File: src/rtl/uart_rx_ctrl.sv
`default_nettype none
// ============================================================================
// Module   : uart_rx_ctrl
// Purpose  : Auto-baud calibration on a 0x55 sync character plus a small
//            receive FIFO that drops receiver bytes while calibrating.
// Revision : 1.0 - initial release
// ============================================================================
module uart_rx_ctrl #(
  parameter logic [15:0] DEFAULT_DIVIDER = 16'd433,
  parameter logic [15:0] MIN_BIT         = 16'd8,
  parameter int          FIFO_DEPTH      = 4
) (
  input  logic                          uart_clk,
  input  logic                          uart_rst_n,
  input  logic                          uart_ser_rx,
  input  logic                          cal_start,
  output logic [15:0]                   uart_divider,
  input  logic [7:0]                    rx_data,
  input  logic                          rx_valid,
  output logic                          rx_ready,
  output logic [7:0]                    fifo_data,
  output logic                          fifo_valid,
  input  logic                          fifo_ready,
  output logic [$clog2(FIFO_DEPTH):0]   fifo_count,
  output logic                          cal_busy,
  output logic                          cal_done,
  output logic                          cal_err
);

  localparam int               c_AW    = $clog2(FIFO_DEPTH);
  localparam logic [c_AW:0]    c_DEPTH = (c_AW + 1)'(FIFO_DEPTH);

  typedef enum logic [1:0] {
    RUN       = 2'd0,
    WAIT_EDGE = 2'd1,
    MEASURE   = 2'd2,
    QUIET     = 2'd3
  } state_t;

  state_t        r_state;
  logic          r_sync1;
  logic          r_sync2;
  logic          r_prev;
  logic [15:0]   r_meas;
  logic [19:0]   r_quiet;
  logic [15:0]   r_divider;
  logic          r_cal_done;
  logic          r_cal_err;

  logic [7:0]    r_mem [FIFO_DEPTH];
  logic [c_AW:0] r_wr;
  logic [c_AW:0] r_rd;

  logic          w_fall;
  logic          w_rise;
  logic [20:0]   w_prod;
  logic [19:0]   w_quiet_target;
  logic [19:0]   w_quiet_next;
  logic [c_AW:0] w_count;
  logic          w_full;
  logic          w_empty;
  logic          w_push;
  logic          w_pop;

  assign w_fall = r_prev & ~r_sync2;
  assign w_rise = ~r_prev & r_sync2;

  // Quiet window is 12 bit times; product carried at 21 bits then clamped.
  assign w_prod         = ({5'd0, r_divider} + 21'd1) * 21'd12;
  assign w_quiet_target = w_prod[20] ? 20'hFFFFF : w_prod[19:0];
  assign w_quiet_next   = r_quiet + 20'd1;

  assign w_count = r_wr - r_rd;
  assign w_full  = (w_count == c_DEPTH);
  assign w_empty = (r_wr == r_rd);
  assign w_push  = rx_valid & ~w_full & (r_state == RUN);
  assign w_pop   = ~w_empty & fifo_ready;

  // Outside RUN every byte is swallowed so calibration garbage never queues.
  assign rx_ready     = (r_state != RUN) | ~w_full;
  assign fifo_valid   = ~w_empty;
  assign fifo_data    = r_mem[r_rd[c_AW-1:0]];
  assign fifo_count   = w_count;
  assign uart_divider = r_divider;
  assign cal_busy     = (r_state != RUN);
  assign cal_done     = r_cal_done;
  assign cal_err      = r_cal_err;

  always_ff @(posedge uart_clk or negedge uart_rst_n) begin
    if (!uart_rst_n) begin
      r_sync1 <= 1'b1;
      r_sync2 <= 1'b1;
      r_prev  <= 1'b1;
    end else begin
      r_sync1 <= uart_ser_rx;
      r_sync2 <= r_sync1;
      r_prev  <= r_sync2;
    end
  end

  always_ff @(posedge uart_clk or negedge uart_rst_n) begin
    if (!uart_rst_n) begin
      r_state    <= RUN;
      r_divider  <= DEFAULT_DIVIDER;
      r_meas     <= '0;
      r_quiet    <= '0;
      r_cal_done <= 1'b0;
      r_cal_err  <= 1'b0;
    end else begin
      r_cal_done <= 1'b0;
      r_cal_err  <= 1'b0;
      case (r_state)
        RUN: begin
          if (cal_start) r_state <= WAIT_EDGE;
        end
        WAIT_EDGE: begin
          if (w_fall) begin
            r_meas  <= 16'd1;
            r_state <= MEASURE;
          end
        end
        MEASURE: begin
          if (w_rise) begin
            if (r_meas >= MIN_BIT) begin
              r_divider  <= r_meas - 16'd1;
              r_cal_done <= 1'b1;
              r_quiet    <= '0;
              r_state    <= QUIET;
            end else begin
              r_cal_err <= 1'b1;
              r_state   <= WAIT_EDGE;
            end
          end else if (!r_sync2) begin
            // Saturate rather than wrap: a stuck-low line is a failed measurement.
            if (r_meas == 16'hFFFF) begin
              r_cal_err <= 1'b1;
              r_state   <= WAIT_EDGE;
            end else begin
              r_meas <= r_meas + 16'd1;
            end
          end
        end
        QUIET: begin
          if (!r_sync2) begin
            r_quiet <= '0;
          end else begin
            r_quiet <= w_quiet_next;
            if (w_quiet_next >= w_quiet_target) r_state <= RUN;
          end
        end
        default: r_state <= RUN;
      endcase
    end
  end

  always_ff @(posedge uart_clk or negedge uart_rst_n) begin
    if (!uart_rst_n) begin
      r_wr <= '0;
      r_rd <= '0;
    end else begin
      if (w_push) r_wr <= r_wr + 1'b1;
      if (w_pop)  r_rd <= r_rd + 1'b1;
    end
  end

  always_ff @(posedge uart_clk) begin
    if (w_push) r_mem[r_wr[c_AW-1:0]] <= rx_data;
  end

endmodule
`default_nettype wire

File: config.mk
export PLATFORM = sky130hd
export DESIGN_NAME = uart_rx_ctrl
export DESIGN_NICKNAME = d
export VERILOG_FILES = /design/src/rtl/uart_rx_ctrl.sv
export SDC_FILE = /design/constraint.sdc
export NUM_CORES = 1
export LEC_CHECK = 0
export ABC_CLOCK_PERIOD_IN_PS = 7300
export CAP_MARGIN = 20
export CORE_MARGIN = 4
export CORE_UTILIZATION = 55
export DETAILED_ROUTE_END_ITERATION = 10
export PLACE_DENSITY = 0.79
export REMOVE_ABC_BUFFERS = 1
export SLEW_MARGIN = 20
export SYNTH_ARGS = -nofsm -noshare
export SYNTH_HDL_FRONTEND = slang
export SYNTH_SLANG_ARGS = --single-unit
File: constraint.sdc
create_clock -name uart_clk -period 7.3 [get_ports uart_clk]
set_input_delay 0.73 -clock uart_clk [delete_from_list [all_inputs] [get_ports uart_clk]]
set_output_delay 0.73 -clock uart_clk [all_outputs]
set_load 0.03 [all_outputs]
==> impl_metrics.csv <==
group,metric,value,unit
detailed_routing,dr.pass1.iters,5,
power_and_ir_drop,vdd_drop_max,0.1690,mV
worst_setup_path,critPathKind,"reg2reg",
floorplanning,dieHeight,115.5,um
timing,min_period_over_period,83.60,%
floorplanning,io_pins,46,
clocking,clock-sinks,97,
synth,synthCells,651,
worst_setup_path,r2r_start,"uart_divider[0]",
clocking,cts-root-buf,"clkbuf_16",
status,status,"finished clean",
synth,synthFlopType,"dfrtp_1",
worst_setup_path,rr_endpoint,"r_state[1]",
clocking,clk_pin_slew,0.07,ns
timing,worst_pin_slew,0.8669,ns
synth,syn_area,6355,um2
synth,synth_most_common_cell,"nor2_1",
global_route,antenna_found_initial,0,
cells_and_area,drive_gt1_share,6.627,%
detailed_routing,post_drt_wl_per_cell,16.65,um
cells_and_area,nets,733,
clocking,insertion_delay,0.36,ns
global_route,grt_use_total,21.37,%
synth,ys_seq_area_share,40.87,%
power_and_ir_drop,internal_power,1.097,mW
global_route,grt_max_degree,66,
detailed_routing,drt_wl_total,13640,um
cells_and_area,ff_latch_area,2597,um2
floorplanning,rows,38,
synth,ys_types,64,
power_and_ir_drop,netSwitchingFraction,37.25,%
placement,dp_slack,1.351,ns
power_and_ir_drop,p_sw,0.6512,mW
synth,ys.warnings.count,0,
power_and_ir_drop,power_frac_clock,26.5,%
synth,synth_area_leaders,"dfrtp_1, edfxtp_1, ha_1, xnor2_1, xor2_1",
synth,async_reset_ff_share,67.01,%
floorplanning,start_util,57.36,%
worst_setup_path,critical_path.endpoint,"r_state[1]",
cells_and_area,stdcell_area,7119,um2
synth,yosysTopAreaCellShare,22.45,%
floorplanning,die-area,13340,um2
detailed_routing,drtAntennaViolNets,0,
synth,synth_edf_count,32,
floorplanning,die_w,115.5,um
timing,worst_hold_slack,0.3643,ns
placement,place_hpwl,9996,um
clocking,cts_buffers,9,
cells_and_area,fillers,850,
worst_hold_path,holdCritPathClass,"reg2reg",
clocking,cts_tree,"done",
worst_setup_path,required,7.55,ns
timing,finalSetupTns,0,ns
power_and_ir_drop,seq_power_share,39.2,%
detailed_routing,drc,0,
placement,place_area,6829,um2
placement,dp_cells,803,
power_and_ir_drop,p_leak,3.112,nW
floorplanning,coreArea,11080,um2
timing,setup_violations,0,
worst_setup_path,startpoint,"uart_divider[0]",
synth,synth.top_cells.by_count,"nor2_1, dfrtp_1, nand2_1, ha_1, xnor2_1",
worst_setup_path,reg2reg_depth,23,
flow_run,maxCapViolCount,0,
timing,finalMaxSlewViolations,0,
clocking,clock_path_buffers,2,
cells_and_area,antenna_cells,0,
timing,min_period,6.102,ns
synth,avgSynthCellArea,9.762,um2
worst_setup_path,r2r_slack,1.20,ns
timing,hold_viol,0,
timing,worst_slack,1.198,ns
detailed_routing,num_vias,4882,
power_and_ir_drop,power_density,245.5,nW/um2
global_route,grt_overflow,0,
detailed_routing,drtIter0Drc,450,
timing,fmax,163.9,MHz
timing,slew_headroom,41.67,%
worst_setup_path,critPathMaxFanout,19,
clocking,ctsHoldBuffers,0,
worst_setup_path,critPathLaunchType,"flop",
synth,ys_ff_latch,97,
worst_setup_path,end_kind,"flop",
power_and_ir_drop,pwr-share-comb,34.3,%
cells_and_area,multi_input_area,3532,um2
timing,grt_setup_unrepaired,"false",
cells_and_area,fin_cells,819,
detailed_routing,vias_per_cell,5.961,
placement,gp_congestion,0.8334,
cells_and_area,post-route-util,64.26,%
global_route,grt_pass1_vias,4726,
global_route,grt_pass1_wl,22710,um
cells_and_area,syn2layout_area_growth,12.03,%
clocking,post_cts.repair.setup_buffers,0,
timing,skew,0.008388,ns
synth,synth_top_area_cell,"dfrtp_1",
placement,numPortBuffers,45,
clocking,post_cts_resized,0,
worst_setup_path,crit_arrival,6.35,ns
clocking,cts.htree.levels,3,
power_and_ir_drop,p_total,1.748,mW
## state kept, by name, indices dropped and copies added, names as in the netlist
name	count
r_sync1	1
cal_err	1
r_quiet	20
r_meas	16
r_prev	1
r_state	2
r_mem	32
r_wr	3
uart_divider	16
r_rd	3
r_sync2	1
cal_done	1
## how the worst min path moves through the flow
stage                    to     from  depth (start not counted)  slack, ns
floorplan           r_sync2  r_sync1                          0       0.35
global placement    r_sync2  r_sync1                          0       0.35
CTS                 r_sync2  r_sync1                          0       0.37
detailed placement  r_sync2  r_sync1                          0       0.35
finish              r_sync2  r_sync1                          0       0.36
global route        r_sync2  r_sync1                          0       0.37
## cell families after synthesis
logic type / count (synthesis) / share of synthesized area [%]
muxes: 11 / 3.347
adders and majority gates: 46 / 9.136
and+or+nand+nor: 241 / 19.00
DFF: 97 / 40.87
buffers and inverters: 52 / 3.544
AOI/OAI and AO/OA: 130 / 13.78
xor gates and xnor gates: 74 / 10.32
## per-layer routing
| metal | vias to the layer above | share of wire [%] | global-route usage, % |
|---|---|---|---|
| met2 | 103 | 49 | 36.07 |
| met3 | 15 | 4.8 | 5.170 |
| li1 | 2380 | - | - |
| met4 | 0 | 1.5 | 6.182 |
| met5 | - | 0 | 0 |
| met1 | 2384 | 44 | 27.52 |
## placed cells by master, fill, tap and decap left out, types with 5 or more instances in the layout
master and n:
clkdlybuf4s50_1 44, nor2b_1 8, nand2b_1 7, and2_1 11
a21oi_1 20, and3b_1 5, and4_1 5, nand3_1 28
a22o_1 14, xor2_1 33, edfxtp_1 32, clkbuf_16 9
o21ai_0 36, nand2_1 57, nor2_1 64, and3_1 17
xnor2_1 40, nor4_1 6, nor3_1 12, ha_1 44
mux4_2 8, inv_1 16, a31oi_1 6, a21o_1 15
dfrtp_1 57, a211o_1 5, nand4_1 8, dfstp_2 8
## area by class of cell
type,count,share of cell area [%]
clock inverters,7,0.9139
repair buffers,47,6.467
multi-input cells,502,49.61
clock buffers,9,3.163
inverters,17,0.8963
flip-flops and latches,97,36.49
well taps,140,2.460
## power groups by stage
| stage | clock, mW | combinational, mW | sequential [mW] |
|---|---|---|---|
| after detailed placement | 0 | 0.600 | 0.695 |
| after floorplan | 0 | 0.391 | 0.675 |
| after global placement | 0 | 0.578 | 0.692 |
| final | 0.463 | 0.600 | 0.686 |
| after global routing | 0.496 | 0.648 | 0.697 |
| after CTS | 0.469 | 0.604 | 0.685 |
## critical path, cell delays in order (launching register included)
cell and delay [ns]:
dfstp_2 0.67, ha_1 0.32, and3_1 0.30, nand3_1 0.23, or3_1 0.40, nor2_1 0.15, xor2_1 0.24, ha_1 0.32
a21o_1 0.21, a211o_1 0.22, o22ai_1 0.19, nor2b_1 0.07, a311o_1 0.37, a21o_1 0.40, ha_1 0.36, nand2b_1 0.14
a21o_1 0.17, a21o_1 0.18, a21o_1 0.18, a21o_1 0.17, a21o_1 0.17, a211oi_1 0.23, o21ai_0 0.18, o31ai_1 0.12
(Power assumes the default switching activity.)
